### config.mk
export PLATFORM = sky130hd
export DESIGN_NAME = freq_meter_flat
export DESIGN_NICKNAME = d
export VERILOG_FILES = /design/src/rtl/freq_meter_if.sv /design/src/rtl/freq_meter.sv /design/src/flat_wrapper.sv
export SDC_FILE = /design/constraint.sdc
export NUM_CORES = 1
export LEC_CHECK = 0
export ABC_CLOCK_PERIOD_IN_PS = 2900
export BUFFER_PORTS_ARGS = -buffer_cell sky130_fd_sc_hd__buf_4
export CORE_AREA = 4 4 105 107
export CTS_BUF_LIST = sky130_fd_sc_hd__clkbuf_4 sky130_fd_sc_hd__clkbuf_8
export CTS_CLUSTER_SIZE = 24
export DETAILED_ROUTE_END_ITERATION = 10
export DIE_AREA = 0 0 109 111
export PLACE_DENSITY = 0.58
export SLEW_MARGIN = 25
export SYNTH_ARGS = -nofsm -noshare
export SYNTH_HDL_FRONTEND = slang
export SYNTH_SLANG_ARGS = --single-unit
### constraint.sdc
create_clock -name clk_50MHz -period 2.9 [get_ports clk_50MHz]
set_clock_uncertainty 0.05 [all_clocks]
set_input_delay 0 -clock clk_50MHz [delete_from_list [all_inputs] [get_ports clk_50MHz]]
set_output_delay 0 -clock clk_50MHz [all_outputs]
set_load 0.01 [all_outputs]
### src/rtl/freq_meter_if.sv
// Signal bundle between freq_meter and its user: measured input plus published result.
// The slave modport is the meter side; the master modport is the stimulus/readout side.
interface freq_meter_if #(
    parameter int COUNT_W = 26
);
    logic               sig_in;
    logic [COUNT_W-1:0] freq;
    logic               valid;
    logic               overflow;
    logic               gate_tick;

    modport master (
        output sig_in,
        input  freq,
        input  valid,
        input  overflow,
        input  gate_tick
    );

    modport slave (
        input  sig_in,
        output freq,
        output valid,
        output overflow,
        output gate_tick
    );
endinterface

### src/rtl/freq_meter.sv
// Frequency meter: counts rising edges of sig_in over a fixed gate window of clk_50MHz cycles.
// Optional glitch filter enabled by defining FREQ_METER_GLITCH_FILTER_EN.
module freq_meter #(
    parameter int GATE_CYCLES = 50_000_000,
    parameter int COUNT_W     = 26
) (
    input  logic         clk_50MHz,
    input  logic         set,
    freq_meter_if.slave  bus
);

    localparam int            GATE_W    = $clog2(GATE_CYCLES);
    localparam logic [GATE_W-1:0] GATE_LAST = GATE_W'(GATE_CYCLES - 1);

    typedef enum logic {
        RUN,
        CLOSE
    } state_e;

    state_e               state_q, state_d;
    logic [GATE_W-1:0]    gate_q, gate_d;
    logic [COUNT_W-1:0]   cnt_q, cnt_d;
    logic                 sat_q, sat_d;
    logic [COUNT_W-1:0]   freq_q, freq_d;
    logic                 ovf_q, ovf_d;
    logic                 valid_q, valid_d;

    logic s1_q, s2_q, prev_q;
    logic level;
    logic edge_det;
    logic cnt_full;

    // NOTE: sequential state uses non-blocking assignments so every flop samples pre-edge values.
    always_ff @(posedge clk_50MHz or posedge set) begin
        if (set) begin
            s1_q <= 1'b0;
            s2_q <= 1'b0;
        end else begin
            s1_q <= bus.sig_in;
            s2_q <= s1_q;
        end
    end

`ifdef FREQ_METER_GLITCH_FILTER_EN
    // Majority of the last two samples and the previous decision: a level must be seen on
    // two consecutive samples before the output follows it, so 1-cycle pulses never pass.
    logic hist_q, filt_q;

    always_ff @(posedge clk_50MHz or posedge set) begin
        if (set) begin
            hist_q <= 1'b0;
            filt_q <= 1'b0;
        end else begin
            hist_q <= s2_q;
            filt_q <= (s2_q & hist_q) | (s2_q & filt_q) | (hist_q & filt_q);
        end
    end

    assign level = filt_q;
`else
    assign level = s2_q;
`endif

    always_ff @(posedge clk_50MHz or posedge set) begin
        if (set) begin
            prev_q <= 1'b0;
        end else begin
            prev_q <= level;
        end
    end

    assign edge_det = level & ~prev_q;
    assign cnt_full = &cnt_q;

    always_ff @(posedge clk_50MHz or posedge set) begin
        if (set) begin
            state_q <= RUN;
            gate_q  <= '0;
            cnt_q   <= '0;
            sat_q   <= 1'b0;
            freq_q  <= '0;
            ovf_q   <= 1'b0;
            valid_q <= 1'b0;
        end else begin
            state_q <= state_d;
            gate_q  <= gate_d;
            cnt_q   <= cnt_d;
            sat_q   <= sat_d;
            freq_q  <= freq_d;
            ovf_q   <= ovf_d;
            valid_q <= valid_d;
        end
    end

    // NOTE: every output of this block gets a default first, so no path can infer a latch.
    always_comb begin
        gate_d  = gate_q + 1'b1;
        state_d = RUN;
        cnt_d   = cnt_q;
        sat_d   = sat_q;
        freq_d  = freq_q;
        ovf_d   = ovf_q;
        valid_d = 1'b0;

        if (state_q == CLOSE) begin
            gate_d = '0;
        end
        // CLOSE is registered so it lines up exactly with the terminal gate count.
        if (gate_d == GATE_LAST) begin
            state_d = CLOSE;
        end

        unique case (state_q)
            RUN: begin
                if (edge_det) begin
                    if (cnt_full) begin
                        sat_d = 1'b1;
                    end else begin
                        cnt_d = cnt_q + 1'b1;
                    end
                end
            end
            CLOSE: begin
                // An edge detected in the terminal cycle still belongs to the closing window.
                freq_d  = (edge_det && !cnt_full) ? cnt_q + 1'b1 : cnt_q;
                ovf_d   = sat_q | (edge_det & cnt_full);
                valid_d = 1'b1;
                cnt_d   = '0;
                sat_d   = 1'b0;
            end
            default: ;
        endcase
    end

    assign bus.freq      = freq_q;
    assign bus.overflow  = ovf_q;
    assign bus.valid     = valid_q;
    assign bus.gate_tick = (state_q == CLOSE);

endmodule

### src/flat_wrapper.sv
// flat-port wrapper written by rule: the top's interface ports become plain ports
module freq_meter_flat 
#(
    parameter int GATE_CYCLES = 50_000_000,
    parameter int COUNT_W     = 26
)
  (clk_50MHz, set, bus_sig_in, bus_freq, bus_valid, bus_overflow, bus_gate_tick);
  freq_meter_if #(.COUNT_W(COUNT_W)) bus_i ();
  input  logic clk_50MHz;
  input  logic set;
  input wire logic [$bits(bus_i.sig_in)-1:0] bus_sig_in;
  output wire logic [$bits(bus_i.freq)-1:0] bus_freq;
  output wire logic [$bits(bus_i.valid)-1:0] bus_valid;
  output wire logic [$bits(bus_i.overflow)-1:0] bus_overflow;
  output wire logic [$bits(bus_i.gate_tick)-1:0] bus_gate_tick;
  assign bus_i.sig_in = bus_sig_in;
  assign bus_freq = bus_i.freq;
  assign bus_valid = bus_i.valid;
  assign bus_overflow = bus_i.overflow;
  assign bus_gate_tick = bus_i.gate_tick;
  freq_meter #(.GATE_CYCLES(GATE_CYCLES), .COUNT_W(COUNT_W)) u_core (.clk_50MHz(clk_50MHz), .set(set), .bus(bus_i));
endmodule
==> run summary, run 1 <==
max incr delay on CP: 560 ps
Routed Antenna Nets: 0
Main synth FF type: dfrtp_1
Worst Path Arrival: 2680 ps
H-tree depth: 3
Die W: 109 um
Critical-path top delay cell: or4_4
GPL Wtd Cong: 0.880
WHS: 233 ps
Hold EP: u_core.s1_q
Crit. End Element: flop
CTS Hold Bufs: 2
fraction of layout cells with a size suffix above 1: 14.4%
Initial DRC Count: 123
clock-pin slew on the worst setup and hold paths: 90 ps
leakage: 2.02 nW
VDD IR max: 0.283 mV
CP max FO: 8
Overall Global Routing Usage: 14.6%
Hold Vio Cnt, Final: 0
detailed-route wire length per cell: 13.7 um
post-synthesis sequential area ratio: 53.6%
first-pass GRT wire length: 14,200 um
crit path launch type: flop
slew of the pin with the lowest slew margin: 709 ps
Reg2Reg Setup Slack: 430 ps
Num CTS Buffers: 9
Post-synth ARST share: 100%
initial antenna violation count: 0
Max Clock Freq: 0.405 GHz
area leader, netlist: dfrtp_1
max-slew violation count: 0
Pre-antenna DRT Iters: 4
full die area: 0.0121 mm^2
Synth Cell Area: 0.00397 mm^2
Ys Warns: 0
most frequent cells in the layout: 87 x nor2_1, 84 x dfrtp_1, 38 x buf_4, 32 x xnor2_1, 32 x a21oi_1
final setup vio count: 0
PortBufs: 31
WL final: 8020 um
Post-layout nets: 452
grt ovf: 0
routed via count: 2,974
Std-Cell Rows: 37
hold path start: bus_sig_in
DRC: 0
crit path kind: reg -> reg
status: complete, no violations
drt via density: 5.07
adder-cell share of the synthesized area: 0.631%
post-CTS setup buffer count: 0
Layout fillers: 990
Ant. Diodes: 0
WHS Path Cells: 2
CTS tree: built
cts repair resizes: 0
number of global-route vias before repair: 2,903
mux contribution to synthesized area: 0.536%
main combinational cell family by area after synthesis: simple AND/OR/NAND/NOR gates
RR Endpoint: u_core.bus.gate_tick
Initial Util: 39.1%
Die Y: 111 um
clk_lat worst skew: 360 ps
most common cell after layout, fill and taps aside: nor2_1
compound-cell area share of the yosys netlist: 5.90%
FF-to-FF path depth: 6
Synth Register Bits: 85
cells after synthesis: 413
Hold Crit Class: in -> reg
io pins: 32
hpwl dp: 5440 um
fin util: 45.1%
Final period util: 85.1%
Post-synth EDFFs: 0
Avg Inst Size Synth: 9.60 um^2
syn nets: 418
area grow syn2layout: 15.3%
Synth area leaders: dfrtp_1 54%, nor2_1 8.2%, xnor2_1 7.1%
clock tree root driver cell: clkbuf_8
relative slew slack: 52.8%
Post-Synth Simple-Gate Area: 26.3%
CTS Sinks: 85
Reg-to-Reg Start: u_core.gate_q[8]
XOR/XNOR share of the synthesized area: 10.6%
max cap viols: 0
ordered list of cells on the worst path: nand4_1 > or4_4 > xor2_1 > nand4b_1 > or4_1 > nor4_2
share of the synthesized area in the top cell type: 53.6%
CTS Buffer Depth: 2
Synth cell types: 39
min cycle time layout: 2470 ps
RSZ-0062 raised after global routing: false
CP required: 3120 ps
PwrDens: 478 mW/mm^2
TNS Setup: 0 ps
total core area: 0.0101 mm^2
largest net degree at the start of global routing: 77
[cells in the mapped netlist, drive strengths merged, types with 4 or more instances]
| cell | number |
|---|---|
| clkbuf | 15 |
| inv | 6 |
| or3 | 4 |
| nand2 | 28 |
| nor4 | 11 |
| o21ai | 4 |
| and3 | 6 |
| nand4 | 12 |
| xnor2 | 32 |
| nor3 | 16 |
| nand3 | 17 |
| nor4b | 4 |
| nor2 | 87 |
| dfrtp | 85 |
| and4 | 4 |
| xor2 | 16 |
| a21oi | 32 |
[worst max-delay path, delay by kind of cell, from the launching register on]
family | cells | cell delay, ps
flip-flops | 1 | 470
AND/OR/NAND/NOR | 5 | 1680
XOR/XNOR | 1 | 180
[how the worst max path moves through the flow]
| stage | to | start | depth (start not counted) |
|---|---|---|---|
| 5_1_grt | u_core.bus.gate_tick | u_core.gate_q[8] | 6 |
| 3_5_place_dp | u_core.bus.gate_tick | u_core.gate_q[8] | 6 |
| 4_1_cts | u_core.bus.gate_tick | u_core.gate_q[0] | 6 |
| 2_1_floorplan | u_core.bus.gate_tick | u_core.gate_q[8] | 7 |
| 3_3_place_gp | u_core.bus.gate_tick | u_core.gate_q[8] | 6 |
| 6_report | u_core.bus.gate_tick | u_core.gate_q[8] | 6 |
[flip-flops by register name, summed over array words and instances, names as in the netlist]
register and cells:
u_core.bus.freq 26, u_core.bus.gate_tick 1, u_core.bus.overflow 1, u_core.bus.valid 1
u_core.cnt_q 26, u_core.gate_q 26, u_core.level 1, u_core.prev_q 1
u_core.s1_q 1, u_core.sat_q 1
[area by class of cell]
type | instances | area, um^2 | area share, %
Sequential cell | 85 | 2130 | 46.6
Tap cell | 136 | 170 | 3.72
Inverter | 6 | 25.0 | 0.547
Clock inverter | 6 | 47.5 | 1.04
Timing Repair Buffer | 41 | 325 | 7.11
Clock buffer | 9 | 124 | 2.71
Multi-Input combinational cell | 304 | 1750 | 38.3
[stage by stage]
step	cells	area [um^2]	power, W	setup slack [ps]
floorplan	413	3970	0.00139	626
global route	587	4570	0.00230	294
finish	587	4570	0.00219	433
detailed placement	570	4380	0.00145	460
global placement	570	4380	0.00144	522
CTS	587	4570	0.00222	419
[where the power goes]
| group | internal [W] | switching [W] |
|---|---|---|
| combinational | 0.0000577 | 0.0000958 |
| clock | 0.000312 | 0.000456 |
| sequential | 0.00122 | 0.0000404 |
[cell families after synthesis]
family / count (synthesis)
AO/OA/AOI/OAI: 43
XOR/XNOR: 48
adder cells (fa/ha/maj): 2
buffers and inverters: 24
flip-flops: 85
multiplexers: 2
AND/OR/NAND/NOR: 209
[metal layers]
metal	global-route usage, %	up-vias	wire length, um
li1	-	1476	-
met1	20.5	1442	3920
met2	21.9	44	3670
met3	2.97	12	257
met4	6.06	0	169
met5	0	-	0
Note: power is estimated with default switching activity, not from simulation.
==> inputs of run 2 (changes only) <==
--- a/config.mk
+++ b/config.mk
@@ -5,7 +5,7 @@
 export SDC_FILE = /design/constraint.sdc
 export NUM_CORES = 1
 export LEC_CHECK = 0
-export ABC_CLOCK_PERIOD_IN_PS = 2900
+export ABC_CLOCK_PERIOD_IN_PS = 3100
 export BUFFER_PORTS_ARGS = -buffer_cell sky130_fd_sc_hd__buf_4
 export CORE_AREA = 4 4 105 107
 export CTS_BUF_LIST = sky130_fd_sc_hd__clkbuf_4 sky130_fd_sc_hd__clkbuf_8
@@ -13,6 +13,7 @@
 export DETAILED_ROUTE_END_ITERATION = 10
 export DIE_AREA = 0 0 109 111
 export PLACE_DENSITY = 0.58
+export SETUP_SLACK_MARGIN = 0.3
 export SLEW_MARGIN = 25
 export SYNTH_ARGS = -nofsm -noshare
 export SYNTH_HDL_FRONTEND = slang
==> constraint.sdc (replaced) <==
create_clock -name clk_50MHz -period 3.1 [get_ports clk_50MHz]
set_clock_uncertainty 0.05 [all_clocks]
set_input_delay 0 -clock clk_50MHz [delete_from_list [all_inputs] [get_ports clk_50MHz]]
set_output_delay 0 -clock clk_50MHz [all_outputs]
set_load 0.01 [all_outputs]
==> run 2 against run 1 <==
Against the previous run:
- non-clock buffer count fell by 2
- flip-flop and latch count unchanged
- critical path depth rose by 2
- clock power up 15%
- final area up 0.88%
- core utilization is 0.39 points higher
- die area did not move
- largest cell class unchanged
==> run summary, run 2 (same netlist as run 1, synthesis figures left out) <==
status: complete, no violations (unchanged)
Num CTS Buffers: 9 (unchanged)
Ant. Diodes: 0 (unchanged)
CTS Buffer Depth: 2 (unchanged)
grt ovf: 0 (unchanged)
CTS Sinks: 85 (unchanged)
Layout fillers: 983 (was 990)
max cap viols: 0 (unchanged)
crit path kind: reg -> reg (unchanged)
Post-layout nets: 450 (was 452)
Worst Path Arrival: 2750 ps (was 2680 ps)
first-pass GRT wire length: 13,900 um (was 14,200 um)
relative slew slack: 48.9% (was 52.8%)
RSZ-0062 raised after global routing: false (unchanged)
hpwl dp: 5320 um (was 5440 um)
Routed Antenna Nets: 0 (unchanged)
Crit. End Element: flop (unchanged)
Initial Util: 39.1% (unchanged)
Critical-path top delay cell: dfrtp_1 (was or4_4)
CP required: 3320 ps (was 3120 ps)
H-tree depth: 3 (unchanged)
WL final: 7750 um (was 8020 um)
number of global-route vias before repair: 2,979 (was 2,903)
total core area: 0.0101 mm^2 (unchanged)
most common cell after layout, fill and taps aside: nor2_1 (unchanged)
Final period util: 81.8% (was 85.1%)
Hold Vio Cnt, Final: 0 (unchanged)
TNS Setup: 0 ps (unchanged)
most frequent cells in the layout: 87 x nor2_1, 84 x dfrtp_1, 36 x buf_4, 32 x xnor2_1, 32 x a21oi_1 (was 87 x nor2_1, 84 x dfrtp_1, 38 x buf_4, 32 x xnor2_1, 32 x a21oi_1)
VDD IR max: 0.298 mV (was 0.283 mV)
Die Y: 111 um (unchanged)
largest net degree at the start of global routing: 72 (was 77)
Hold Crit Class: in -> reg (unchanged)
io pins: 32 (unchanged)
final setup vio count: 0 (unchanged)
ordered list of cells on the worst path: ha_1 > nand3_1 > nor2_1 > buf_4 > and4b_1 > o21ai_0 > a221o_1 > nor4_2 (was nand4_1 > or4_4 > xor2_1 > nand4b_1 > or4_1 > nor4_2)
Overall Global Routing Usage: 14.1% (was 14.6%)
Std-Cell Rows: 37 (unchanged)
initial antenna violation count: 0 (unchanged)
final cell count without fillers: 586 (was 587)
fraction of layout cells with a size suffix above 1: 14.2% (was 14.4%)
Placed Cells: 568 (was 570)
WHS: 234 ps (was 233 ps)
clock-pin slew on the worst setup and hold paths: 100 ps (was 90 ps)
routed via count: 2,941 (was 2,974)
Initial DRC Count: 112 (was 123)
cts repair resizes: 0 (unchanged)
multi-input logic area: 0.00175 mm^2 (unchanged)
PwrDens: 479 mW/mm^2 (was 478 mW/mm^2)
drt via density: 5.02 (was 5.07)
detailed-route wire length per cell: 13.2 um (was 13.7 um)
CP max FO: 11 (was 8)
PortBufs: 31 (unchanged)
FF+latch area: 0.00213 mm^2 (unchanged)
area grow syn2layout: 16.3% (was 15.3%)
slew of the pin with the lowest slew margin: 756 ps (was 709 ps)
max-slew violation count: 0 (unchanged)
Die W: 109 um (unchanged)
Tot Pwr: 0.00221 W (was 0.00219 W)
clock tree root driver cell: clkbuf_8 (unchanged)
crit path launch type: flop (unchanged)
max incr delay on CP: 440 ps (was 560 ps)
min cycle time layout: 2540 ps (was 2470 ps)
full die area: 0.0121 mm^2 (unchanged)
clk_lat worst skew: 360 ps (about the same)
leakage: 2.06 nW (was 2.02 nW)
Pre-antenna DRT Iters: 4 (unchanged)
CTS tree: built (unchanged)
Max Clock Freq: 0.394 GHz (was 0.405 GHz)
GPL Wtd Cong: 0.865 (was 0.880)
DRC: 0 (unchanged)
[run 2: changes by cell type in the layout (fill, tap and decap cells not counted)]
cell        previous run  this run
bufinv_16              0         2
inv_6                  2         1
clkbuf_4               0         1
buf_4                 38        36
clkinvlp_4             4         0
clkinv_4               0         3
[run 2: power by group]
part	leakage [nW]	internal (W)	total, W	switching, W
registers	1.16	0.00115	0.00119	0.0000400
logic	0.785	0.0000536	0.000139	0.0000856
clock network	0.114	0.000470	0.000884	0.000413
total	2.06	0.00167	0.00221	0.000539
[run 2: final timing paths]
check / to / slack [ps] / cells past startpoint / startpoint
min in group asynchronous: u_core.bus.freq[5] / 250 / 3 / set
max in group asynchronous: u_core.cnt_q[22] / 2130 / 4 / set
hold / removal: u_core.s1_q / 230 / 2 / bus_sig_in
setup reg to reg: u_core.bus.gate_tick / 560 / 8 / u_core.gate_q[0]
hold reg to reg: u_core.level / 310 / 0 / u_core.s1_q
setup / recovery: u_core.bus.gate_tick / 560 / 8 / u_core.gate_q[0]
[run 2: metal layers]
metal  GRT usage (%)  share of wire [%]  vias to the layer above  routed length [um]
met5               0                  0                        -                   0
met4            4.12               0.93                        0                  72
met3            3.84                3.0                        6                 235
met2            21.6                 47                       42                3650
met1            19.6                 49                     1413                3800
li1                -                  -                     1480                   -
[run 2: final cells by class]
type	instances	area share (%)
flip-flops and latches	85	46.2
multi-input cells	304	38.0
repair buffers	39	6.72
well taps	136	3.69
clock buffers	10	2.85
clock inverters	6	2.06
inverters	6	0.542
[run 2: metrics by stage]
step,setup slack (ps),area [um^2],utilization [%]
after floorplan,826,3970,-
after detailed placement,561,4370,43.1
after global routing,381,4610,45.5
after CTS,550,4610,45.5
after global placement,601,4370,43.1
final,564,4610,45.5
[run 2: timing repair]
item / CTS / global route
endpoints found under the hold margin: 55 / 0
buffers inserted: 0 / 0
hold buffers: 2 / 0
[run 2: critical path, delay by kind of cell, from the launching register on]
| family | cells | cell delay [ps] |
|---|---|---|
| and+or+nand+nor | 4 | 1090 |
| AOI/OAI and AO/OA | 2 | 450 |
| DFF | 1 | 440 |
| adders and majority gates | 1 | 220 |
| buffers and inverters | 1 | 210 |
